===== config.mk =====
export PLATFORM = sky130hd
export DESIGN_NAME = fetch_queue_flat
export DESIGN_NICKNAME = d
export VERILOG_FILES = /design/src/rtl/fetch_queue_if.sv /design/src/rtl/fetch_queue.sv /design/src/flat_wrapper.sv
export SDC_FILE = /design/constraint.sdc
export NUM_CORES = 1
export LEC_CHECK = 0
export ABC_AREA = 1
export CAP_MARGIN = 40
export CORE_ASPECT_RATIO = 0.9
export CORE_UTILIZATION = 58
export DETAILED_ROUTE_END_ITERATION = 6
export PLACE_DENSITY_LB_ADDON = 0.1
export SYNTH_ARGS = -nofsm -noshare
export SYNTH_HDL_FRONTEND = slang
export SYNTH_SLANG_ARGS = --single-unit

===== constraint.sdc =====
create_clock -name clock -period 5.4 [get_ports clock]
set_input_delay 1.08 -clock clock [delete_from_list [all_inputs] [get_ports clock]]
set_output_delay 1.08 -clock clock [all_outputs]
set_load 0.02 [all_outputs]

===== src/rtl/fetch_queue_if.sv =====
// Fetch queue bus: memory request/response handshake, redirect/hold control
// and the decode-side instruction output, bundled for the fetch_queue port list.
interface fetch_queue_if;
  logic        redirect;
  logic [31:0] redirect_pc;
  logic        hold;
  logic        address_enable;
  logic [31:0] address;
  logic        address_ready;
  logic        data_valid;
  logic [31:0] data;
  logic        out_valid;
  logic [31:0] out_instruction;
  logic [31:0] out_pc;
  logic        flushing;

  // master: the fetch queue itself; slave: core control + memory side
  modport master (
    input  redirect, redirect_pc, hold, address_ready, data_valid, data,
    output address_enable, address, out_valid, out_instruction, out_pc, flushing
  );
  modport slave (
    output redirect, redirect_pc, hold, address_ready, data_valid, data,
    input  address_enable, address, out_valid, out_instruction, out_pc, flushing
  );
endinterface


===== src/rtl/fetch_queue.sv =====
// Instruction prefetch queue: issues in-order word fetches, buffers responses
// with their pc, discards stale responses after a redirect.
// Optional macro FETCH_QUEUE_BYPASS_EN: response loads the output register directly when the queue is empty.
module fetch_queue #(
  parameter int          DEPTH    = 4,
  parameter logic [31:0] RESET_PC = 32'h0,
  parameter logic [31:0] NOP      = 32'h0
) (
  input  logic         clock,
  input  logic         reset_n,
  fetch_queue_if.master bus
);
  localparam int AW = $clog2(DEPTH);
  localparam int CW = AW + 1;
  localparam logic [CW:0] DEPTH_W = (CW+1)'(DEPTH);

  typedef enum logic {ACTIVE, FLUSHING} state_t;
  typedef struct packed {
    logic [31:0] pc;
    logic [31:0] word;
  } entry_t;

  state_t        state_q;
  logic          flushing_q;
  logic [CW-1:0] drop_q, redirect_drop;

  logic [31:0]   pc_q, pc_d;
  logic [CW-1:0] inflight_q, inflight_d;
  logic [CW-1:0] count_q, count_d;
  logic [AW-1:0] qwr_q, qwr_d, qrd_q, qrd_d;
  logic [AW-1:0] twr_q, twr_d, trd_q, trd_d;
  logic          ov_q, ov_d;
  logic [31:0]   oi_q, oi_d, op_q, op_d;

  entry_t        qmem [DEPTH];
  logic [31:0]   tmem [DEPTH];

  logic [CW:0]   occ;
  logic          ae, accept, resp, push, bypass, enq, pop;
  entry_t        resp_entry, head;

  // Any response arriving with nothing outstanding belongs to pre-reset traffic.
  assign resp   = bus.data_valid && (inflight_q != '0);
  assign occ    = {1'b0, count_q} + {1'b0, inflight_q};
  assign ae     = reset_n && !bus.redirect && (occ < DEPTH_W);
  assign accept = ae && bus.address_ready;
  assign push   = resp && (state_q == ACTIVE) && !bus.redirect;
  assign pop    = !bus.redirect && !bus.hold && (count_q != '0);
  assign head   = qmem[qrd_q];
  assign resp_entry = '{pc: tmem[trd_q], word: bus.data};
  assign redirect_drop = inflight_q - CW'(resp);

`ifdef FETCH_QUEUE_BYPASS_EN
  assign bypass = push && (count_q == '0) && !bus.hold;
`else
  assign bypass = 1'b0;
`endif
  assign enq = push && !bypass;

  always_comb begin
    pc_d       = pc_q;
    inflight_d = inflight_q + CW'(accept) - CW'(resp);
    count_d    = count_q;
    qwr_d      = qwr_q;
    qrd_d      = qrd_q;
    twr_d      = twr_q;
    trd_d      = trd_q;
    ov_d       = ov_q;
    oi_d       = oi_q;
    op_d       = op_q;
    if (bus.redirect) begin
      pc_d    = bus.redirect_pc & 32'hFFFF_FFFC;
      count_d = '0;
      qwr_d   = '0;
      qrd_d   = '0;
      twr_d   = '0;
      trd_d   = '0;
      ov_d    = 1'b0;
      oi_d    = NOP;
    end else begin
      if (accept) pc_d = pc_q + 32'd4;
      count_d = count_q + CW'(enq) - CW'(pop);
      if (enq)    qwr_d = qwr_q + AW'(1);
      if (pop)    qrd_d = qrd_q + AW'(1);
      if (accept) twr_d = twr_q + AW'(1);
      if (push)   trd_d = trd_q + AW'(1);
      if (!bus.hold) begin
        if (pop) begin
          ov_d = 1'b1;
          oi_d = head.word;
          op_d = head.pc;
        end else if (bypass) begin
          ov_d = 1'b1;
          oi_d = resp_entry.word;
          op_d = resp_entry.pc;
        end else begin
          ov_d = 1'b0;
          oi_d = NOP;
        end
      end
    end
  end

  always_ff @(posedge clock or negedge reset_n) begin
    if (!reset_n) begin
      pc_q       <= RESET_PC;
      inflight_q <= '0;
      count_q    <= '0;
      qwr_q      <= '0;
      qrd_q      <= '0;
      twr_q      <= '0;
      trd_q      <= '0;
      ov_q       <= 1'b0;
      oi_q       <= NOP;
      op_q       <= '0;
    end else begin
      pc_q       <= pc_d;
      inflight_q <= inflight_d;
      count_q    <= count_d;
      qwr_q      <= qwr_d;
      qrd_q      <= qrd_d;
      twr_q      <= twr_d;
      trd_q      <= trd_d;
      ov_q       <= ov_d;
      oi_q       <= oi_d;
      op_q       <= op_d;
    end
  end

  // Storage carries no reset; validity is tracked entirely by the pointers.
  always_ff @(posedge clock) begin
    if (enq)    qmem[qwr_q] <= resp_entry;
    if (accept) tmem[twr_q] <= pc_q;
  end

  // Drop counter: stale responses still owed by memory after a redirect.
  always_ff @(posedge clock or negedge reset_n) begin
    if (!reset_n) begin
      state_q    <= ACTIVE;
      drop_q     <= '0;
      flushing_q <= 1'b0;
    end else if (bus.redirect) begin
      drop_q <= redirect_drop;
      if (redirect_drop != '0) begin
        state_q    <= FLUSHING;
        flushing_q <= 1'b1;
      end else begin
        state_q    <= ACTIVE;
        flushing_q <= 1'b0;
      end
    end else if (state_q == FLUSHING && resp) begin
      drop_q <= drop_q - CW'(1);
      if (drop_q == CW'(1)) begin
        state_q    <= ACTIVE;
        flushing_q <= 1'b0;
      end
    end
  end

  assign bus.address_enable  = ae;
  assign bus.address         = pc_q;
  assign bus.out_valid       = ov_q;
  assign bus.out_instruction = oi_q;
  assign bus.out_pc          = op_q;
  assign bus.flushing        = flushing_q;
endmodule


===== src/flat_wrapper.sv =====
// flat-port wrapper written by rule: the top's interface ports become plain ports
module fetch_queue_flat 
#(
  parameter int          DEPTH    = 4,
  parameter logic [31:0] RESET_PC = 32'h0,
  parameter logic [31:0] NOP      = 32'h0
)
  (clock, reset_n, bus_redirect, bus_redirect_pc, bus_hold, bus_address_ready, bus_data_valid, bus_data, bus_address_enable, bus_address, bus_out_valid, bus_out_instruction, bus_out_pc, bus_flushing);
  fetch_queue_if bus_i ();
  input  logic clock;
  input  logic reset_n;
  input wire logic [$bits(bus_i.redirect)-1:0] bus_redirect;
  input wire logic [$bits(bus_i.redirect_pc)-1:0] bus_redirect_pc;
  input wire logic [$bits(bus_i.hold)-1:0] bus_hold;
  input wire logic [$bits(bus_i.address_ready)-1:0] bus_address_ready;
  input wire logic [$bits(bus_i.data_valid)-1:0] bus_data_valid;
  input wire logic [$bits(bus_i.data)-1:0] bus_data;
  output wire logic [$bits(bus_i.address_enable)-1:0] bus_address_enable;
  output wire logic [$bits(bus_i.address)-1:0] bus_address;
  output wire logic [$bits(bus_i.out_valid)-1:0] bus_out_valid;
  output wire logic [$bits(bus_i.out_instruction)-1:0] bus_out_instruction;
  output wire logic [$bits(bus_i.out_pc)-1:0] bus_out_pc;
  output wire logic [$bits(bus_i.flushing)-1:0] bus_flushing;
  assign bus_i.redirect = bus_redirect;
  assign bus_i.redirect_pc = bus_redirect_pc;
  assign bus_i.hold = bus_hold;
  assign bus_i.address_ready = bus_address_ready;
  assign bus_i.data_valid = bus_data_valid;
  assign bus_i.data = bus_data;
  assign bus_address_enable = bus_i.address_enable;
  assign bus_address = bus_i.address;
  assign bus_out_valid = bus_i.out_valid;
  assign bus_out_instruction = bus_i.out_instruction;
  assign bus_out_pc = bus_i.out_pc;
  assign bus_flushing = bus_i.flushing;
  fetch_queue #(.DEPTH(DEPTH), .RESET_PC(RESET_PC), .NOP(NOP)) u_core (.clock(clock), .reset_n(reset_n), .bus(bus_i));
endmodule

# After elaboration in Yosys (flattened, before gate mapping)
# Memories as Yosys holds them, arrays and structs flattened.
# Index checks and enable logic that the tools add are counted.
[totals]
register_bits = 115
ramBits = 384
in_bits = 70
output_inout_bits = 99
word_cells = 80
mem_count = 2
[memory_table]
columns = ["name", "depth", "width", "rd", "rd_clocked_by_memory_dff", "wr", "line", "source"]
rows = [
  ["u_core.qmem", 4, 64, 1, 0, 1, "fetch_queue.sv:35", "entry_t qmem [DEPTH];"],
  ["u_core.tmem", 4, 32, 1, 0, 1, "fetch_queue.sv:36", "logic [31:0] tmem [DEPTH];"],
]
[classes]
n_addsub = 12
order_cmp = 1
n_eq_ne = 2
mux = 27
bitwise = 3
reduce_logical = 21
[op_table]
columns = ["operator", "n"]
rows = [
  ["$mux W32", 5],
  ["$add A32 B3 Y32 const B", 1],
  ["$mux W2", 8],
  ["$mux W1", 11],
  ["$reduce_bool A2 Y1", 5],
  ["$logic_and A1 B1 Y1", 9],
  ["$mux W3", 3],
  ["$reduce_bool A3 Y1", 3],
  ["$sub A3 B1 Y3", 3],
  ["$add A2 B1 Y2 const B", 4],
  ["$add A3 B1 Y3", 2],
  ["$add A3 B3 Y4", 1],
  ["$lt A4 B3 Y1 const B", 1],
  ["$eq A3 B1 Y1 const B", 1],
  ["$not A1 Y1", 3],
  ["$reduce_and A3 Y1", 1],
  ["$sub A3 B1 Y3 const B", 1],
  ["$logic_not A1 Y1", 2],
  ["$ne A2 B2 Y1 const B", 1],
  ["$reduce_and A2 Y1", 1],
]

# Depth between registers and ports, before layout
[logic_depth]
depth_word = 7
mapped_depth = 12
ltp_nobuf = 11

# Worst setup path before layout
# Ideal clock, no wire load.
[synth_timing]
path_type = "in2reg"
start = "input port bus_data_valid"
end = "memory u_core.qmem[0][0] in the netlist's numbering, enable pin"
setup_time_ns = 0.482
arrival_ns = 4.204
required_ns = 4.918
slack_ns = 0.714
cell_stages = 6
path_buffers = 0
path_cell_list = "nand2_1 -> nor2_1 -> inv_1 -> nor2_1 -> inv_1 -> nor2_1"
[synth_via]
elab_chain_cells = 5
[synth_rtl]
columns = ["item", "line", "source"]
rows = [
  ["start: declaration", "flat_wrapper.sv:16", "input wire logic [$bits(bus_i.data_valid)-1:0] bus_data_valid;"],
  ["$logic_and A1 B1 Y1", "fetch_queue.sv:43", "assign resp = bus.data_valid && (inflight_q != '0);"],
  ["$logic_and A1 B1 Y1 (2 in series)", "fetch_queue.sv:47", "assign push = resp && (state_q == ACTIVE) && !bus.redirect;"],
  ["$mux W1", "fetch_queue.sv:132", "if (enq) qmem[qwr_q] <= resp_entry;"],
  ["$mux W1 (implied by the code)", "fetch_queue.sv:132", ""],
  ["end: declaration", "fetch_queue.sv:35", ""],
]
# No other way between the ends.

# Worst setup path after layout
[layout_timing]
start = "input port bus_redirect"
end = "output port bus_address_enable"
[layout_via]
elab_chain_cells = 3
[layout_rtl]
columns = ["item", "line", "source"]
rows = [
  ["start: declaration", "flat_wrapper.sv:12", "input wire logic [$bits(bus_i.redirect)-1:0] bus_redirect;"],
  ["$logic_not A1 Y1", "fetch_queue.sv:45", "assign ae = reset_n && !bus.redirect && (occ < DEPTH_W);"],
  ["$logic_and A1 B1 Y1 (2 in series)", "fetch_queue.sv:45", ""],
  ["end: declaration", "flat_wrapper.sv:18", "output wire logic [$bits(bus_i.address_enable)-1:0] bus_address_enable;"],
]
# No other way between the ends.

==> results.json <==
{
  "outcome": "completed",
  "netlist_instances": 1709,
  "vias_per_cell": 5.587,
  "cp_max_fo": 2,
  "drive_gt1_share_pct": 6.181,
  "fin_ws_ns": 1.904,
  "synth_seq_cells": 479,
  "start_kind": "primary input",
  "cts_tree": "done",
  "crit_family": "buffers and inverters",
  "start_util_pct": 59.00,
  "maxCapViolations": 0,
  "dr.pass1.iters": 7,
  "period_minus_slack_ns": 3.496,
  "synth_warnings": 0,
  "path_class": "in2out",
  "required_ns": 4.32,
  "cts_resized": 0,
  "synth_top_area_share_pct": 56.84,
  "grt_pass1_vias": 12460,
  "num-nets-final": 1946,
  "grt_max_degree": 83,
  "finalHoldViolations": 0,
  "holdWs_ns": 0.3749,
  "clockRootBuffer": "clkbuf_16",
  "cts_max_level": 2,
  "place_congestion": 0.8133,
  "crit_chain": "clkdlybuf4s50_1, nor2_2, nand2_1, nor2_4, clkdlybuf4s50_1",
  "skew_ns": 0.02160,
  "fp-row-count": 63,
  "setup.worst_path.end_class": "output port",
  "max_freq_ghz": 0.2860,
  "drv_slew": 0,
  "clkTransAtPathRegs_ns": 0.06,
  "max_stage_delay_ns": 0.62,
  "synth.distinct_cells": 29,
  "yosysMostFrequentCell": "nand2_1",
  "hpwl_um": 24360,
  "grt_pass1_wl_um": 66990,
  "core_area_mm2": 0.03295,
  "crit_path_frequent_cell": "clkdlybuf4s50_1",
  "grt_overflow_total": 0,
  "avgSynthCellArea_um2": 11.38,
  "critical_path.startpoint": "bus_redirect",
  "cts_buffers": 46,
  "vdd_drop_max_uv": 243.5,
  "ctsHoldBuffers": 0,
  "place_ws_ns": 1.774,
  "clock_latency_ns": 0.55,
  "regArea_mm2": 0.01383,
  "placedInstanceArea_mm2": 0.02147,
  "cts_max_path_buffers": 3,
  "synth_top_flop_cell": "edfxtp_1",
  "die_h_um": 175.7,
  "synthArstFlopShare_pct": 23.17,
  "fin_cells": 2315,
  "regToRegSetupSlack_ns": 2.68,
  "utilization_pct": 69.61,
  "setup_tns_ns": 0,
  "design_area_mm2": 0.02294,
  "worstReg2RegEnd": "u_core.inflight_q[1]",
  "synth_top_cell_by_area": "edfxtp_1",
  "die_x_um": 195.0,
  "ant_nets": 0,
  "p_per_area_mw_per_mm2": 431.6,
  "port_buffers": 162,
  "rsz0062_at_grt": "no",
  "fillers": 2378,
  "drtIter0Drc": 1048,
  "worst_ep_arrival_time_ns": 2.42,
  "die_area_mm2": 0.03426,
  "vias": 12930,
  "synth-seq-area-share_pct": 71.13,
  "critical_path_buf_inv_count": 2,
  "synthTopCellsByCount": "nand2_1, edfxtp_1, nand3_1",
  "slowest_stage": "clkdlybuf4s50_1",
  "p_total_mw": 9.899,
  "area_growth_pct": 17.98,
  "syn_area_mm2": 0.01944,
  "period_share_pct": 64.74,
  "post-cts-setup-buffers": 0,
  "synth_edf_count": 368,
  "wl_um": 42180,
  "grtUsageTotal_pct": 25.13,
  "num_antenna_cells": 0,
  "hold_path.class": "in2async",
  "ioPinCount": 169,
  "reg2reg_depth": 8,
  "routedWlPerCell_um": 18.22,
  "route.detailed.drc": 0,
  "place_inst": 2229,
  "tightest_slew_ns": 0.8844,
  "multi_input_area_mm2": 0.004940,
  "setup_violations": 0,
  "antenna_found_initial": 0,
  "synthTopCellsByArea": "edfxtp_1, dfrtp_1, nand2_1",
  "cts_sinks": 479,
  "slew_headroom_pct": 41.04,
  "r2r_start": "u_core.inflight_q[2]",
  "cellLeakagePower_nw": 8.785
}
==> how the worst max path moves through the flow <==
stage	slack [ns]	endpoint	cells after the start
floorplan	0.71	u_core.qmem[0][0]	6
global placement	1.68	u_core.qmem[1][39]	8
detailed placement	1.77	u_core.qmem[1][39]	9
CTS	1.90	bus_address_enable	5
global route	1.84	bus_address_enable	5
finish	1.90	bus_address_enable	5
==> where the power goes <==
group	switching [mW]	leakage (nW)	internal (mW)
sequential	0.324	4.74	4.39
combinational	1.32	3.33	0.785
clock	1.30	0.708	1.79
==> per-layer routing <==
layer / vias up / global-route usage [%] / wire, um
met5: - / 0 / 0
met2: 375 / 41.70 / 20300
met1: 6328 / 35.86 / 18890
li1: 6179 / - / -
met4: 0 / 6.070 / 621
met3: 52 / 2.995 / 2368
==> flip-flops by register name (all words and copies together), names as in the netlist, 2 cells and up <==
signal and cells:
u_core.qmem 248, u_core.tmem 120, u_core.bus.out_instruction 32, u_core.bus.address 30
u_core.bus.out_pc 30, u_core.count_q 3, u_core.drop_q 3, u_core.inflight_q 3
u_core.qrd_q 2, u_core.qwr_q 2, u_core.trd_q 2, u_core.twr_q 2
==> placed cells by master, fill, tap and decap left out, drive strengths merged <==
cell and n:
nand3 192, fa 2, o21bai 8, nor4 1
o22ai 60, dfrtp 111, xor2 5, edfxtp 368
inv 71, ha 19, conb 4, xnor2 7
clkdlybuf4s50 161, nor3 1, nor2 184, buf 28
clkbuf 64, nand2 439, bufinv 2, clkinvlp 2
a21oi 6, o21ai 135, and2 2, clkinv 21
==> final cells by class <==
type                    count  share of cell area (%)
repair buffers            189                   8.259
well taps                 422                   2.302
flip-flops and latches    479                   60.31
multi-input cells        1065                   21.54
clock buffers              64                   5.723
clock inverters            22                  0.6492
inverters                  74                   1.217
==> kinds of logic after synthesis <==
kind of cell	synth area share (%)
simple gates	17.29
compound gates	5.870
flops	71.13
other cells	0.01929
fa+ha+maj	1.429
xor+xnor	0.5406
buf+inv	3.726
(Power assumes the default switching activity.)
==> variant, RTL diff (config.mk and constraints unchanged) <==
Build with the macro `FETCH_QUEUE_BYPASS_EN` defined.
--- a/src/rtl/fetch_queue.sv
+++ b/src/rtl/fetch_queue.sv
@@ -3,2 +3,4 @@
 // Optional macro FETCH_QUEUE_BYPASS_EN: response loads the output register directly when the queue is empty.
+`define FETCH_QUEUE_BYPASS_EN
+
 module fetch_queue #(
Formal check against the unedited RTL: not equivalent (Yosys sat finds a counterexample within 4 cycles, from zero or initial values and one cycle with reset_n low).
==> variant against the unedited design <==
Synthesized cell count rose by 16%. Worst setup slack got worse by 60 ps. Synthesized area rose by 6.3%. Hold slack improved by 69 ps. Cell area rose by 6.1%. Sequential share of layout area fell by 3.4 points. Routed wire length rose by 7.8%. Power rose by 7.5%. Sequential cell count did not move. Critical path type unchanged. Critical endpoint unchanged. Largest cell class unchanged. Highest routed layer unchanged.
==> variant: results (changes against the unedited design) <==
placed_design:
  place_hpwl_um: 26860  # +10%
  dp_worst_setup_slack_ps: 1597  # -176.5 ps
  dpl-instance-area_sq_um: 22720  # +5.8%
sta:
  worst-slew-pin-transition_ps: 775.4  # -109.0 ps
  clock_skew_ps: 9.908  # -11.69 ps
power_and_ir_drop:
  ir_worst_vdd_mv: 0.2881  # +18%
  p_leak_nw: 9.594  # +9.2%
critical_path:
  arrival_ps: 2480  # +60 ps
  ff2ff_path_depth: 11  # +3
  path_max_fanout: 25  # +23
final_layout:
  nNetsFinal: 2214  # +14%
  drive_gt1_frac: 0.06842  # +0.006617
  n_antenna_cell: 0  # unchanged
synthesis:
  synth_area_leaders: "edfxtp_1 (53%), dfrtp_1 (13%), nand2_1 (13%)"
  netlist-cell-type-count: 41  # +41%
  ys_seq_area_frac: 0.6690  # -0.04232
clock_tree:
  root_buffer: "clkbuf_16"
  cts-buffers-inserted: 49  # +6.5%
  cts_setup_buffers: 0  # unchanged
grt:
  grt_pass1_wl_um: 72980  # +9.0%
  grt_usage: 0.2544  # +0.003095
  grt_max_degree: 70  # -16%
  first_global_vias: 13733  # +10%
outcome:
  status: "completed"
drt:
  first_iter_violations: 1118  # +6.7%
  drt-total-wl_um: 45460  # +7.8%
  dr.pass1.iters: 5  # -2
==> variant: changes by cell type after synthesis, sizes merged, moves of 28 or more <==
cell | unedited run | this run
and2 | 2 | 30
o22ai | 60 | 0
nand2 | 439 | 716
or2 | 0 | 28
nand3 | 192 | 254
nor2 | 184 | 140
o21ai | 135 | 69
==> variant: logic make-up (layout without fill, tap and decap cells) <==
group,after synthesis,after routing,synth area share
AOI/OAI and AO/OA,116,116,0.03190
buffers and inverters,185,365,0.04164
adders and majority gates,21,21,0.01344
xor gates and xnor gates,7,7,0.002966
DFF,479,479,0.6690
other,1,4,0.0001814
and+or+nand+nor,1171,1171,0.2409
==> variant: layer usage <==
metal / GRT usage / vias to the layer above / wire (um)
met5: 0 / - / 0
met4: 0.07328 / 0 / 842
met3: 0.03247 / 68 / 2758
met2: 0.4028 / 491 / 21110
met1: 0.3728 / 6755 / 20750
li1: - / 6920 / -
==> variant: area by class of cell <==
class                           count  area [sq um]
Sequential cell                   479         13830
Tap cell                          469         586.8
Timing Repair Buffer              189          1927
Clock inverter                     23         220.2
Fill cell                        2596         10730
Multi-Input combinational cell   1319          6036
Inverter                           85         332.8
Clock buffer                       68          1390
==> variant: final timing paths <==
| path | endpoint | slack (ps) | start |
|---|---|---|---|
| max in group asynchronous | u_core.qrd_q[0]$_DFFE_PN0P_ | 3790 | reset_n |
| worst max-delay path | bus_address_enable | 1840 | bus_redirect |
| worst min-delay path | u_core.bus.out_instruction[1]$_DFFE_PN0P_ | 440 | reset_n |
| min in group clock | u_core.bus.out_pc[24]$_DFFE_PN0P_ | 470 | u_core.bus.out_pc[24]$_DFFE_PN0P_ |
| worst min register to register | u_core.bus.out_pc[24]$_DFFE_PN0P_ | 470 | u_core.bus.out_pc[24]$_DFFE_PN0P_ |
| worst max register to register | u_core.count_q[2]$_DFF_PN0_ | 2290 | u_core.count_q[1]$_DFF_PN0_ |
==> variant: power breakdown <==
part           leakage, nW  internal (mW)  switching [mW]
clock                0.789           1.99            1.36
combinational         4.06          0.936            1.66
sequential            4.75           4.40           0.306
==> variant: metrics by stage <==
step                  util  cells
floorplan                -   1983
global placement    0.6445   2536
detailed placement  0.6480   2541
CTS                 0.6940   2632
global route        0.6940   2632
finish              0.6940   2632
